## src/rtl/qwi_reg_arb.sv

```systemverilog
// Two-requester round-robin arbiter in front of a shared single-port register bank.
// Each access takes IDLE -> GRANT (one bus cycle) -> ACK (one-cycle completion pulse).
module qwi_reg_arb #(
   parameter int AWID = 12,
   parameter int DWID = 32
) (
   input  logic              reg_clk,
   input  logic              reg_rst,
   input  logic              m0_req,
   input  logic              m1_req,
   input  logic              m0_wr,
   input  logic              m1_wr,
   input  logic [AWID-1:0]   m0_addr,
   input  logic [AWID-1:0]   m1_addr,
   input  logic [DWID-1:0]   m0_wrd,
   input  logic [DWID-1:0]   m1_wrd,
   output logic              m0_ack,
   output logic              m1_ack,
   output logic [DWID-1:0]   m0_rdd,
   output logic [DWID-1:0]   m1_rdd,
   output logic              reg_ce,
   output logic [DWID/8-1:0] reg_we,
   output logic [AWID-1:0]   reg_addr,
   output logic [DWID-1:0]   reg_wrd,
   input  logic [DWID-1:0]   reg_rdd,
   output logic              busy
);

   typedef enum logic [1:0] {
      IDLE  = 2'd0,
      GRANT = 2'd1,
      ACK   = 2'd2
   } state_t;

   state_t            state;
   state_t            state_nxt;
   logic              last_gnt;
   logic              gnt_id;
   logic              win_id;
   logic              any_req;
   logic              lat_wr;
   logic [AWID-1:0]   lat_addr;
   logic [DWID-1:0]   lat_wrd;

   // On a tie the port that did not win last time goes first; a lone request always wins.
   assign any_req = m0_req | m1_req;
   assign win_id  = (m0_req && m1_req) ? ~last_gnt : ~m0_req;

   always_ff @(posedge reg_clk) begin
      if (reg_rst) begin
         state <= IDLE;
      end else begin
         state <= state_nxt;
      end
   end

   always_comb begin
      state_nxt = state;
      reg_ce    = 1'b0;
      reg_we    = '0;
      m0_ack    = 1'b0;
      m1_ack    = 1'b0;
      busy      = 1'b1;
      case (state)
         IDLE: begin
            busy = 1'b0;
            if (any_req) begin
               state_nxt = GRANT;
            end
         end
         GRANT: begin
            reg_ce    = 1'b1;
            reg_we    = lat_wr ? '1 : '0;
            state_nxt = ACK;
         end
         ACK: begin
            m0_ack    = ~gnt_id;
            m1_ack    = gnt_id;
            state_nxt = IDLE;
         end
         default: begin
            state_nxt = IDLE;
         end
      endcase
   end

   // Request fields are captured only when leaving IDLE, so requesters may change
   // or drop their inputs mid-access without disturbing it.
   always_ff @(posedge reg_clk) begin
      if (reg_rst) begin
         last_gnt <= 1'b1;
         gnt_id   <= 1'b0;
         lat_wr   <= 1'b0;
         lat_addr <= '0;
         lat_wrd  <= '0;
         m0_rdd   <= '0;
         m1_rdd   <= '0;
      end else begin
         if (state == IDLE && any_req) begin
            last_gnt <= win_id;
            gnt_id   <= win_id;
            lat_wr   <= win_id ? m1_wr   : m0_wr;
            lat_addr <= win_id ? m1_addr : m0_addr;
            lat_wrd  <= win_id ? m1_wrd  : m0_wrd;
         end
         // Read data is taken in the bus cycle, so a write returns the pre-write contents.
         if (state == GRANT) begin
            if (gnt_id) begin
               m1_rdd <= reg_rdd;
            end else begin
               m0_rdd <= reg_rdd;
            end
         end
      end
   end

   assign reg_addr = lat_addr;
   assign reg_wrd  = lat_wrd;

endmodule

```

## config.mk

```make
export PLATFORM = sky130hd
export DESIGN_NAME = qwi_reg_arb
export DESIGN_NICKNAME = d
export VERILOG_FILES = /design/src/rtl/qwi_reg_arb.sv
export SDC_FILE = /design/constraint.sdc
export NUM_CORES = 1
export LEC_CHECK = 0
export ABC_AREA = 0
export BUFFER_PORTS_ARGS = -buffer_cell sky130_fd_sc_hd__buf_2
export CAP_MARGIN = 20
export CELL_PAD_IN_SITES_DETAIL_PLACEMENT = 1
export CELL_PAD_IN_SITES_GLOBAL_PLACEMENT = 1
export CORE_AREA = 8 8 133 135
export CTS_CLUSTER_DIAMETER = 150
export DETAILED_ROUTE_END_ITERATION = 10
export DIE_AREA = 0 0 141 143
export GPL_TIMING_DRIVEN = 1
export HOLD_SLACK_MARGIN = 0.12
export MAX_ROUTING_LAYER = met4
export PLACE_DENSITY_LB_ADDON = 0.25
export SLEW_MARGIN = 20
export SYNTH_ARGS = -nofsm -noshare
export SYNTH_HDL_FRONTEND = slang
export SYNTH_SLANG_ARGS = --single-unit
```

## constraint.sdc

```tcl
create_clock -name reg_clk -period 1.8 [get_ports reg_clk]
set_input_delay 0.09 -clock reg_clk [delete_from_list [all_inputs] [get_ports reg_clk]]
set_output_delay 0.09 -clock reg_clk [all_outputs]
set_load 0.02 [all_outputs]
```

Word level (Yosys, flattened, before mapping)
Index checks and enable logic that the tools add are counted. W data, S select, Z words.

Output and inout port bits: 116. Input bits: 126. Word-level logic and storage cells: 32. Flip-flop bits (word level): 113.

Reductions and logical operators: 5. Bitwise operators: 4. Mux-type cells: 12. Eq/ne operators: 3.

Operators with widths (count): $mux W32 (1); $mux W12 (1); $mux W4 (2); $mux W1 (6); $pmux W2 S2 (1); $reduce_and A2 Y1 (2); $not A1 Y1 (3); $eq A2 B1 Y1 const B (1); $eq A2 B2 Y1 const B (1); $logic_and A1 B1 Y1 (2); $logic_not A2 Y1 (1); $mux W2 (1); $ne A2 B2 Y1 const B (1); $or A1 B1 Y1 (1).

Depth between registers and ports, before layout
Word-level depth: 3. Gate-level depth with buffers: 6. Gate-level depth less buffers: 4.

Worst setup path after synthesis
No wires, ideal clock.

Kind: reg-to-output. Start: register state[0]. End: output port reg_we[1]. Path buffers: 1. Setup slack: 0.364 ns. Arrival time: 1.346 ns. Cell stages (with the launch flop): 4. Data required time: 1.710 ns. Cell sequence: dfxtp_1 -> nor2b_1 -> and2_1 -> buf_4.

Longest elaborated chain between the ends: 2.

Ends and longest elaborated chain: start: declaration (line 35) `state_t state;`; start signal: assignment (line 53) `state <= state_nxt;`; $eq A2 B1 Y1 (line 64) `case (state)`; $mux W4 (line 64); end: declaration (line 22) `output logic [DWID/8-1:0] reg_we,`.

Every way passes these cells.

Worst setup path after layout
Start: register state[1]. End: output port busy.

Longest elaborated chain between the ends: 2.

Ends and longest elaborated chain: $logic_not A2 Y1 (line 64); $mux W1 (line 64); end: declaration (line 26) `output logic busy`.

Every way passes these cells.

==> flow_metrics.tcl <==
set metrics [dict create \
    dieArea_um2 20200 \
    relSlewSlack_pct 58.6 \
    cts_buffer_depth 2 \
    whs_ns 0.270 \
    grt_pass1_wl_mm 34.6 \
    cp-end-kind "output pin" \
    synthCells 571 \
    synth_common_cells "nand2_1, dfxtp_1, a21oi_1" \
    clk_pin_slew_ns 0.05 \
    core_um2 15600 \
    die_x_um 141 \
    crit_required_ns 1.71 \
    critPathLaunchType "flip-flop" \
    synth_top_area_share_pct 46.7 \
    dr.pass1.iters 4 \
    vias 5740 \
    crit_fanout 48 \
    wl_per_cell_um 19.4 \
    htreeDepth 4 \
    powerDensity_nw_per_um2 1000 \
    final_antenna_net_count 0 \
    cap_violations 0 \
    row_count 46 \
    min_path_type "in -> reg" \
    ys_types 24 \
    post-route-drc-count 0 \
    slew_viol_final 0 \
    antenna_found_initial 2 \
    ir_worst_vdd_uv 624 \
    worst_pin_slew_ns 0.622 \
    ioPinCount 242 \
    gr-total-overflow 0 \
    yosysTopAreaCell "dfxtp_1" \
    arrival_ns 1.61 \
    max_freq_mhz 589 \
    cts_tree "yes" \
    die_h_um 143 \
    synth_edf_count 0 \
    setup_viol 0 \
    hold_viol_final 0 \
    globalplace.congestion 0.797 \
    dp_hpwl_mm 13.2 \
    clkLatencyLatePin_ns 0.42 \
    synthArstFlopShare_pct 0 \
    yosysMostFrequentCell "nand2_1" \
    drt_iter0_drc 270 \
    cts.sink_count 113 \
    ys_dominant_reg_cell "dfxtp_1" \
    post_cts_buffers 0 \
    fillCellCount 1857 \
    timing.setup.tns_ns 0 \
    ys.warnings.count 0 \
    drive_gt1_share_pct 36.0 \
    grt_pass1_vias 6470 \
    synth_area_um2 4840 \
    power.leakage_nw 3.45 \
    rsz0062_at_grt "false" \
    nNetsFinal 1029 \
    clockRootBuffer "clkbuf_16" \
    area_delta_synth_final_pct 65.6 \
    synth-seq-cells 113 \
    ys_seq_area_share_pct 46.7 \
    track_usage_pct 22.3 \
    critical_path_class "reg -> out" \
    portBuffers 241 \
    initial_core_util_pct 31.1 \
    cts_buffers 17 \
    post-route-min-period_ns 1.70 \
    synth.avg_cell_area_um2 8.48 \
    syn_nets 697 \
    outcome "completed" \
    viasPerCell 5.06 \
    synthTopCellsByArea "dfxtp_1, a311oi_2, a21oi_1" \
    fin_crit_sh_pct 94.4 \
    grt_max_degree 114 \
    finClkSkew_ns 0.0131 \
    wirelength_mm 22.0 \
]
-- worst max-delay path: stages, from the launching register on --
cell and delay [ns]:
dfxtp_1 0.40, nor2_4 0.16, buf_6 0.35, inv_1 0.10, buf_2 0.19
-- cell type report --
type                       count  area, um2  share of cell area (%)
timing repair buffer         377       2580                    32.1
multi-input combinational    392       2270                    28.3
sequential                   113       2260                    28.2
clock buffer                  22        474                    5.91
tap                          216        270                    3.37
clock inverter                10        156                    1.95
inverter                       2       7.51                  0.0936
antenna                        2       5.00                  0.0624
-- cell usage in the layout, fill, tap and decap left out, types with 4 or more instances in the layout --
cell,instances
nand3_1,45
dlygate4sd3_1,122
clkbuf_16,17
dfxtp_1,113
buf_4,11
nand2_1,128
clkinv_2,4
a21oi_1,111
bufinv_16,4
a311oi_1,6
buf_2,240
a311oi_2,39
o21ai_0,45
-- sequential cells by signal (all words and copies together) (netlist names) --
name,cells
m1_rdd,32
reg_addr,12
reg_wrd,32
lat_wr,1
gnt_id,1
last_gnt,1
state,2
m0_rdd,32
-- cells by family (layout without fill, tap and decap cells) --
kind of cell	after synthesis	count (layout)	share of synthesized area [%]
AOI/OAI and AO/OA	202	202	29.4
and+or+nand+nor	190	190	17.1
DFF	113	113	46.7
buffers and inverters	66	411	6.79
other	0	2	0
-- power breakdown --
group          leakage (nW)  switching (mW)  internal (mW)  total [mW]
Clock                 0.310            1.15           2.42        3.56
Sequential            0.927           0.127           2.70        2.82
Combinational          2.22           0.964          0.676        1.64
-- stage by stage --
stage	utilization, %	instance area (um2)	instances	worst slack (ns)	total power, mW
after floorplan	-	4840	571	0.364	3.73
after global placement	39.5	6160	978	0.281	4.22
after detailed placement	39.5	6160	978	0.225	4.27
after CTS	51.4	8020	1132	0.0446	8.06
after global routing	51.4	8020	1134	0.0110	8.34
final	51.4	8020	1134	0.102	8.03
-- metal layers --
metal | part of all wire, % | up-vias | wire length, um | track usage (%)
met5 | 0 | - | 0 | -
met4 | 2.9 | 0 | 648 | 10.8
met3 | 7.4 | 49 | 1630 | 7.65
met2 | 49 | 251 | 10700 | 36.0
met1 | 41 | 2758 | 9030 | 24.3
li1 | - | 2682 | - | -
-- what timing repair did --
| item | 4_1_cts | 5_1_grt |
|---|---|---|
| hold buffers | 122 | 0 |
| hold endpoints to repair | 109 | 0 |
| setup endpoints to repair | 1 | 4 |
| gates resized for setup | 1 | 1 |
-- path summary, 6_finish.rpt --
| kind | slack, ns | endpoint | cells after the start | start |
|---|---|---|---|---|
| setup / recovery | 0.10 | busy | 4 | state[1]$_SDFFE_PP0P_ |
| hold reg to reg | 0.45 | m0_rdd[29]$_SDFFE_PP0P_ | 2 | m0_rdd[29]$_SDFFE_PP0P_ |
| setup reg to reg | 0.18 | reg_wrd[7]$_SDFFE_PP0P_ | 4 | state[1]$_SDFFE_PP0P_ |
| hold / removal | 0.27 | reg_addr[10]$_SDFFE_PP0P_ | 4 | m1_req |
(Power assumes the default switching activity.)
